<file path="config.mk">
export PLATFORM = sky130hd
export DESIGN_NAME = vocab_matcher
export DESIGN_NICKNAME = d
export VERILOG_FILES = /design/src/rtl/vocab_matcher.sv
export SDC_FILE = /design/constraint.sdc
export NUM_CORES = 1
export LEC_CHECK = 0
export ABC_AREA = 1
export CORE_MARGIN = 2
export CORE_UTILIZATION = 49
export CTS_CLUSTER_DIAMETER = 80
export DETAILED_ROUTE_END_ITERATION = 10
export PLACE_DENSITY_LB_ADDON = 0.3
export RECOVER_POWER = 100
export SLEW_MARGIN = 20
export SYNTH_ARGS = -nofsm -noshare
export SYNTH_HDL_FRONTEND = slang
export SYNTH_SLANG_ARGS = --single-unit
</file>
<file path="constraint.sdc">
create_clock -name clk -period 2.7 [get_ports clk]
set_input_delay 0.405 -clock clk [delete_from_list [all_inputs] [get_ports clk]]
set_output_delay 0.405 -clock clk [all_outputs]
set_load 0.05 [all_outputs]
</file>
<file path="src/rtl/vocab_matcher.sv">
`default_nettype none
// ============================================================================
// Module   : vocab_matcher
// Purpose  : Searches a null-terminated vocabulary held in an external
//            single-port SRAM (1-cycle read latency) for a latched input word.
//            Reports whether the word is present, its zero-based token index
//            and the start address of the matching entry.
// Ports    : clk, rst_n          - clock, asynchronous active-low reset
//            start, abort        - start request (idle only), search cancel
//            word_in             - up to MAX_WORD_LEN bytes, byte 0 in LSBs,
//                                  first zero byte terminates the word
//            start_addr/end_addr - vocab window [start_addr, end_addr)
//            vocab_rd/addr/data  - SRAM read port
//            busy, done          - status, one-cycle completion pulse
//            found, token_idx,
//            match_addr          - result, held until the next completion
// Revision : 1.0 - initial release
// ============================================================================
module vocab_matcher #(
    parameter int ADDR_WIDTH   = 8,
    parameter int DATA_WIDTH   = 8,
    parameter int MAX_WORD_LEN = 8,
    parameter int TOKEN_WIDTH  = 8
) (
    input  logic                               clk,
    input  logic                               rst_n,
    input  logic                               start,
    input  logic                               abort,
    input  logic [MAX_WORD_LEN*DATA_WIDTH-1:0] word_in,
    input  logic [ADDR_WIDTH-1:0]              start_addr,
    input  logic [ADDR_WIDTH:0]                end_addr,
    output logic                               vocab_rd,
    output logic [ADDR_WIDTH-1:0]              vocab_addr,
    input  logic [DATA_WIDTH-1:0]              vocab_data,
    output logic                               busy,
    output logic                               done,
    output logic                               found,
    output logic [TOKEN_WIDTH-1:0]             token_idx,
    output logic [ADDR_WIDTH-1:0]              match_addr
);

    localparam int C_IDX_W = $clog2(MAX_WORD_LEN + 1);

    localparam logic [2:0] C_ST_IDLE = 3'd0;
    localparam logic [2:0] C_ST_RD   = 3'd1;
    localparam logic [2:0] C_ST_CMP  = 3'd2;
    localparam logic [2:0] C_ST_SRD  = 3'd3;
    localparam logic [2:0] C_ST_SCMP = 3'd4;

    logic [2:0]                        state_q,      state_d;
    logic [ADDR_WIDTH:0]               ptr_q,        ptr_d;
    logic [ADDR_WIDTH:0]               end_q,        end_d;
    logic [ADDR_WIDTH-1:0]             entry_q,      entry_d;
    logic [C_IDX_W-1:0]                i_q,          i_d;
    logic [TOKEN_WIDTH-1:0]            tok_q,        tok_d;
    logic [MAX_WORD_LEN*DATA_WIDTH-1:0] wreg_q,      wreg_d;
    logic                              busy_q,       busy_d;
    logic                              done_q,       done_d;
    logic                              found_q,      found_d;
    logic [TOKEN_WIDTH-1:0]            token_idx_q,  token_idx_d;
    logic [ADDR_WIDTH-1:0]             match_addr_q, match_addr_d;

    logic [DATA_WIDTH-1:0]             w_byte;
    logic [ADDR_WIDTH:0]               w_ptr_inc;
    logic                              w_at_end;
    logic                              w_finish;
    logic                              w_hit;
    logic                              w_next;

    // Current word byte; the position one past the last byte reads as the
    // terminator so a full-length word still needs the entry's 0x00.
    always_comb begin
        w_byte = '0;
        for (int k = 0; k < MAX_WORD_LEN; k++) begin
            if (i_q == C_IDX_W'(k)) begin
                w_byte = wreg_q[k*DATA_WIDTH +: DATA_WIDTH];
            end
        end
    end

    assign w_ptr_inc = ptr_q + (ADDR_WIDTH+1)'(1);
    assign w_at_end  = (ptr_q == end_q);

    // Read strobe is decoded straight from the state so the SRAM sees the
    // address in the same cycle the read is decided.
    assign vocab_rd   = ((state_q == C_ST_RD) || (state_q == C_ST_SRD)) && !w_at_end;
    assign vocab_addr = vocab_rd ? ptr_q[ADDR_WIDTH-1:0] : '0;

    always_comb begin
        state_d      = state_q;
        ptr_d        = ptr_q;
        end_d        = end_q;
        entry_d      = entry_q;
        i_d          = i_q;
        tok_d        = tok_q;
        wreg_d       = wreg_q;
        busy_d       = busy_q;
        done_d       = 1'b0;
        found_d      = found_q;
        token_idx_d  = token_idx_q;
        match_addr_d = match_addr_q;
        w_finish     = 1'b0;
        w_hit        = 1'b0;
        w_next       = 1'b0;

        if (busy_q && abort) begin
            // Cancel wins over any completion decided this cycle.
            state_d = C_ST_IDLE;
            busy_d  = 1'b0;
        end else begin
            case (state_q)
                C_ST_IDLE: begin
                    if (start && !abort) begin
                        wreg_d  = word_in;
                        ptr_d   = {1'b0, start_addr};
                        entry_d = start_addr;
                        end_d   = end_addr;
                        i_d     = '0;
                        tok_d   = '0;
                        busy_d  = 1'b1;
                        state_d = C_ST_RD;
                    end
                end
                C_ST_RD, C_ST_SRD: begin
                    if (w_at_end) begin
                        w_finish = 1'b1;
                    end else begin
                        state_d = (state_q == C_ST_RD) ? C_ST_CMP : C_ST_SCMP;
                    end
                end
                C_ST_CMP: begin
                    if (vocab_data == w_byte) begin
                        if (vocab_data == '0) begin
                            w_finish = 1'b1;
                            w_hit    = 1'b1;
                        end else begin
                            ptr_d   = w_ptr_inc;
                            i_d     = i_q + C_IDX_W'(1);
                            state_d = C_ST_RD;
                        end
                    end else if (vocab_data == '0) begin
                        w_next = 1'b1;
                    end else begin
                        // Mismatch inside the entry: skip to its terminator.
                        ptr_d   = w_ptr_inc;
                        state_d = C_ST_SRD;
                    end
                end
                C_ST_SCMP: begin
                    if (vocab_data == '0) begin
                        w_next = 1'b1;
                    end else begin
                        ptr_d   = w_ptr_inc;
                        state_d = C_ST_SRD;
                    end
                end
                default: begin
                    state_d = C_ST_IDLE;
                    busy_d  = 1'b0;
                end
            endcase

            if (w_next) begin
                // Token index saturates: running past the last index ends
                // the search as not-found rather than wrapping.
                if (&tok_q) begin
                    w_finish = 1'b1;
                end else begin
                    ptr_d   = w_ptr_inc;
                    entry_d = w_ptr_inc[ADDR_WIDTH-1:0];
                    i_d     = '0;
                    tok_d   = tok_q + TOKEN_WIDTH'(1);
                    state_d = C_ST_RD;
                end
            end

            if (w_finish) begin
                state_d      = C_ST_IDLE;
                busy_d       = 1'b0;
                done_d       = 1'b1;
                found_d      = w_hit;
                token_idx_d  = w_hit ? tok_q   : '0;
                match_addr_d = w_hit ? entry_q : '0;
            end
        end
    end

    always_ff @(posedge clk or negedge rst_n) begin
        if (!rst_n) begin
            state_q      <= C_ST_IDLE;
            ptr_q        <= '0;
            end_q        <= '0;
            entry_q      <= '0;
            i_q          <= '0;
            tok_q        <= '0;
            wreg_q       <= '0;
            busy_q       <= 1'b0;
            done_q       <= 1'b0;
            found_q      <= 1'b0;
            token_idx_q  <= '0;
            match_addr_q <= '0;
        end else begin
            state_q      <= state_d;
            ptr_q        <= ptr_d;
            end_q        <= end_d;
            entry_q      <= entry_d;
            i_q          <= i_d;
            tok_q        <= tok_d;
            wreg_q       <= wreg_d;
            busy_q       <= busy_d;
            done_q       <= done_d;
            found_q      <= found_d;
            token_idx_q  <= token_idx_d;
            match_addr_q <= match_addr_d;
        end
    end

    assign busy       = busy_q;
    assign done       = done_q;
    assign found      = found_q;
    assign token_idx  = token_idx_q;
    assign match_addr = match_addr_q;

endmodule
`default_nettype wire

</file>
==> results.txt <==
* Outcome: finished clean
- Syn Area/Cell: 7.064 sq um
- Final design utilization: 67.39%
- Ports: 121
- Leaving out fill and tap cells, the most frequent cell in the layout is sky130_fd_sc_hd__nand2_1.
- For the worst-skew pair, the clock arrives at the later sink with an insertion delay of 0.43 ns.
- Global routing used 24.81% of the available tracks.
- Summed over all layers, the global routing overflow is 0.
- Total Die Area: 0.01533 sq mm
* Initial antenna violation count: 0
* Period utilisation layout: 99.70%
- After synthesis, the netlist uses 39 different library cells.
* Total internal power: 0.005881 W
* Dpl cell area: 0.008502 sq mm
- After clock tree synthesis, the clock-pin slew on the worst setup and hold paths is 0.06 ns.
- Startpoint of the worst-slack reg-to-reg timing path: i_q[0]
- Number of input and output port buffers inserted: 120
- Final antenna diode count: 0
- Measured along the x axis, the die boundary spans 123.8 um.
* CTS H-tree depth: 4
- After synthesis, the share of flip-flops with an asynchronous set or reset is 100.0%.
- The root buffer cell chosen for the clock tree is sky130_fd_sc_hd__clkbuf_16.
- In this run the worst path has a maximum fanout of 16.
* Number of global-route vias before repair: 6328
- Detailed Route WL: 18510 um
- The setup check on the worst reg-to-reg path leaves a slack of 0.008 ns.
- The routed layout has 6803 vias.
- For the worst flop-to-flop path, the logic depth is 17.
- The floorplan step set the die height to 123.8 um.
- Sink Count: 124
* Fin area: 0.009390 sq mm
- Once detailed placement completed, the half-perimeter wirelength came to 12740 um.
- The longest clock path from root to sink contains 2 buffers.
- The worst register-to-register path ends at match_addr[1].
* First-pass GRT wire length: 29480 um
* Pin count of the biggest net entering global routing: 91
- Number of max-cap violations: 0
- Of the total power, registers draw 31.3%.
* Count of routing violations after the opening detailed-route iteration: 346
- Number of iterations in the first detailed-routing pass: 4
- The critical path is of the reg -> reg type.
- For this run, the top clock speed supported by timing is 0.3715 GHz.
* Worst Skew: 0.006897 ns
* Worst Path Required: 3.01 ns
* Synthesis Warnings: 0
- DRC violations left: 0
- Hold-fix buffer count after cts: 0
- Number of cells produced by synthesis: 996
* Part of the total power dissipated in the clock network: 23.8%
- Worst VDD drop: 514.2 uV
- OpenSTA, run right after detailed placement, puts the worst setup slack at -0.1851 ns.
- Number of enable-type register cells in the synthesized netlist: 0
- For the finished layout, the period the worst path requires is 2.692 ns.
- The number of endpoints with negative hold slack in the final report came to 0.
* Leading cell types in the layout, fill and taps excluded: sky130_fd_sc_hd__nand2_1 (464), sky130_fd_sc_hd__dfrtp_1 (123), sky130_fd_sc_hd__clkdlybuf4s50_1 (91)
- Unrepaired setup endpoints after global routing: true
- CTS tree: done
- Setup violations remaining at the end of the flow were counted as 0.
- The congestion estimate from routability-driven global placement came to 0.9066.
- Core area: 0.01393 sq mm
- Most frequently used flop master after synthesis: sky130_fd_sc_hd__dfrtp_1
* Worst setup EP type: register
- After the last flow step, the layout net total stands at 1238.
- Switching part of the total power: 41.53%
- In this run the cell area of the synthesized design comes to 0.007035 sq mm.
- Row count: 43
* Final Max Slew Viols: 0
- Initial cell density of the core: 50.49%
- Flip-flop and latch count after synthesis: 124
* Measured slew at the worst slew-check pin: 1.482 ns
* Part of the power in combinational logic: 44.9%
* Max transition margin: 1.217%
* Switching Power: 0.004177 W
- Dividing the detail-routed via count by the number of cells gives 5.115.
- From synthesis to final layout, the design area changed by 33.47%.
* Arrival time of the worst setup path: 3.01 ns
- Synth Net Count: 1095
* Layout cells sized above 1: 12.61%
- Count of nets left with antenna violations after detail routing: 0
- The worst path meets setup with 0.008116 ns of slack.
* Leak: 5.023 nW
* Total power of the final layout: 0.01006 W
* Power density over the cells: 1071 mW/mm^2
- CTS buffer count: 17
- Type of origin of the critical path: register
- Of the synthesized area, sequential elements account for 44.10%.
* HP Class: in -> async
- WL/cell: 13.92 um
[stage by stage]
stage	hold WS, ns	TNS, ns	cells
floorplan	0.1094	0	996
global placement	0.4444	-0.2576	1288
detailed placement	0.4511	-3.500	1288
CTS	0.0005250	0	1319
global route	0.2863	-5.511	1330
finish	0.1867	0	1330
[how the worst max path moves through the flow]
stage,cells past startpoint,start,to
after floorplan,24,i_q[1],match_addr[0]
after global placement,20,i_q[1],tok_q[2]
after detailed placement,20,i_q[1],entry_q[0]
after CTS,20,i_q[0],match_addr[0]
after global routing,22,i_q[0],token_idx[7]
final,17,i_q[0],match_addr[1]
[logic make-up after synthesis]
group / after synthesis / synth area share [%]
adder cells (fa/ha/maj): 6 / 1.067
AO/OA/AOI/OAI: 53 / 4.446
XOR/XNOR: 13 / 1.618
flip-flops: 124 / 44.10
buffers and inverters: 130 / 8.021
AND/OR/NAND/NOR: 670 / 40.74
[cell usage after synthesis (all sizes together), types with 8 or more instances]
| master | n | area [sq um] |
|---|---|---|
| clkbuf | 21 | 78.83 |
| inv | 86 | 322.8 |
| nand3b | 8 | 60.06 |
| nand4 | 32 | 200.2 |
| a21oi | 10 | 53.80 |
| o21ai | 29 | 145.1 |
| nor2 | 66 | 311.6 |
| buf | 20 | 146.4 |
| dfrtp | 124 | 3103 |
| xor2 | 13 | 113.9 |
| or2 | 10 | 62.56 |
| nand3 | 69 | 372.9 |
| nand2 | 482 | 1844 |
[sequential cells by signal, indices dropped and copies added (netlist names)]
signal and count:
busy 1, done 1, end_q 9, entry_q 8, found 1, i_q 4
match_addr 8, ptr_q 9, state_q 3, tok_q 8, token_idx 8, wreg_q 64
[timing repair]
| item | in CTS | in global routing |
|---|---|---|
| pin swaps | 0 | 11 |
| gates resized for setup | 9 | 41 |
| endpoints found under the setup margin | 43 | 51 |
| buffers inserted | 1 | 8 |
| cloned | 0 | 3 |
[power by group through the flow]
stage	Clock (W)	Combinational (W)	Sequential [W]
floorplan	0	0.00309	0.00296
global placement	0	0.00407	0.00313
detailed placement	0	0.00419	0.00313
CTS	0.00241	0.00425	0.00312
global route	0.00251	0.00508	0.00322
finish	0.00240	0.00452	0.00314
[worst max-delay path, stage by stage, from the launching register on]
cell and delay [ns]:
sky130_fd_sc_hd__dfrtp_1 0.39, sky130_fd_sc_hd__buf_4 0.15, sky130_fd_sc_hd__ha_1 0.26, sky130_fd_sc_hd__inv_1 0.08, sky130_fd_sc_hd__nor2_2 0.12, sky130_fd_sc_hd__inv_2 0.11, sky130_fd_sc_hd__or2_2 0.31, sky130_fd_sc_hd__nand2_1 0.08
sky130_fd_sc_hd__nand2_1 0.06, sky130_fd_sc_hd__nand2_1 0.07, sky130_fd_sc_hd__nand2_2 0.09, sky130_fd_sc_hd__nor2_8 0.17, sky130_fd_sc_hd__nand3_4 0.13, sky130_fd_sc_hd__nand3_4 0.14, sky130_fd_sc_hd__nand2_8 0.09, sky130_fd_sc_hd__clkbuf_16 0.17
sky130_fd_sc_hd__nand4_1 0.07, sky130_fd_sc_hd__nand2_1 0.07
[layout make-up]
cell class | count | area (sq um)
well taps | 180 | 225.2
fillers | 1156 | 4544
flip-flops and latches | 124 | 3104
repair buffers | 164 | 1554
inverters | 89 | 352.8
clock inverters | 6 | 107.6
clock buffers | 24 | 511.7
multi-input cells | 742 | 3530
repair inverters | 1 | 5.005
[metal layers]
| metal | global-route usage, % | share of wire (%) | vias to the layer above |
|---|---|---|---|
| met3 | 5.723 | 5.6 | 30 |
| met1 | 33.46 | 45 | 3143 |
| met5 | 0 | 0 | - |
| li1 | - | - | 3408 |
| met2 | 38.98 | 47 | 222 |
| met4 | 9.446 | 1.8 | 0 |
(Power assumes the default switching activity.)
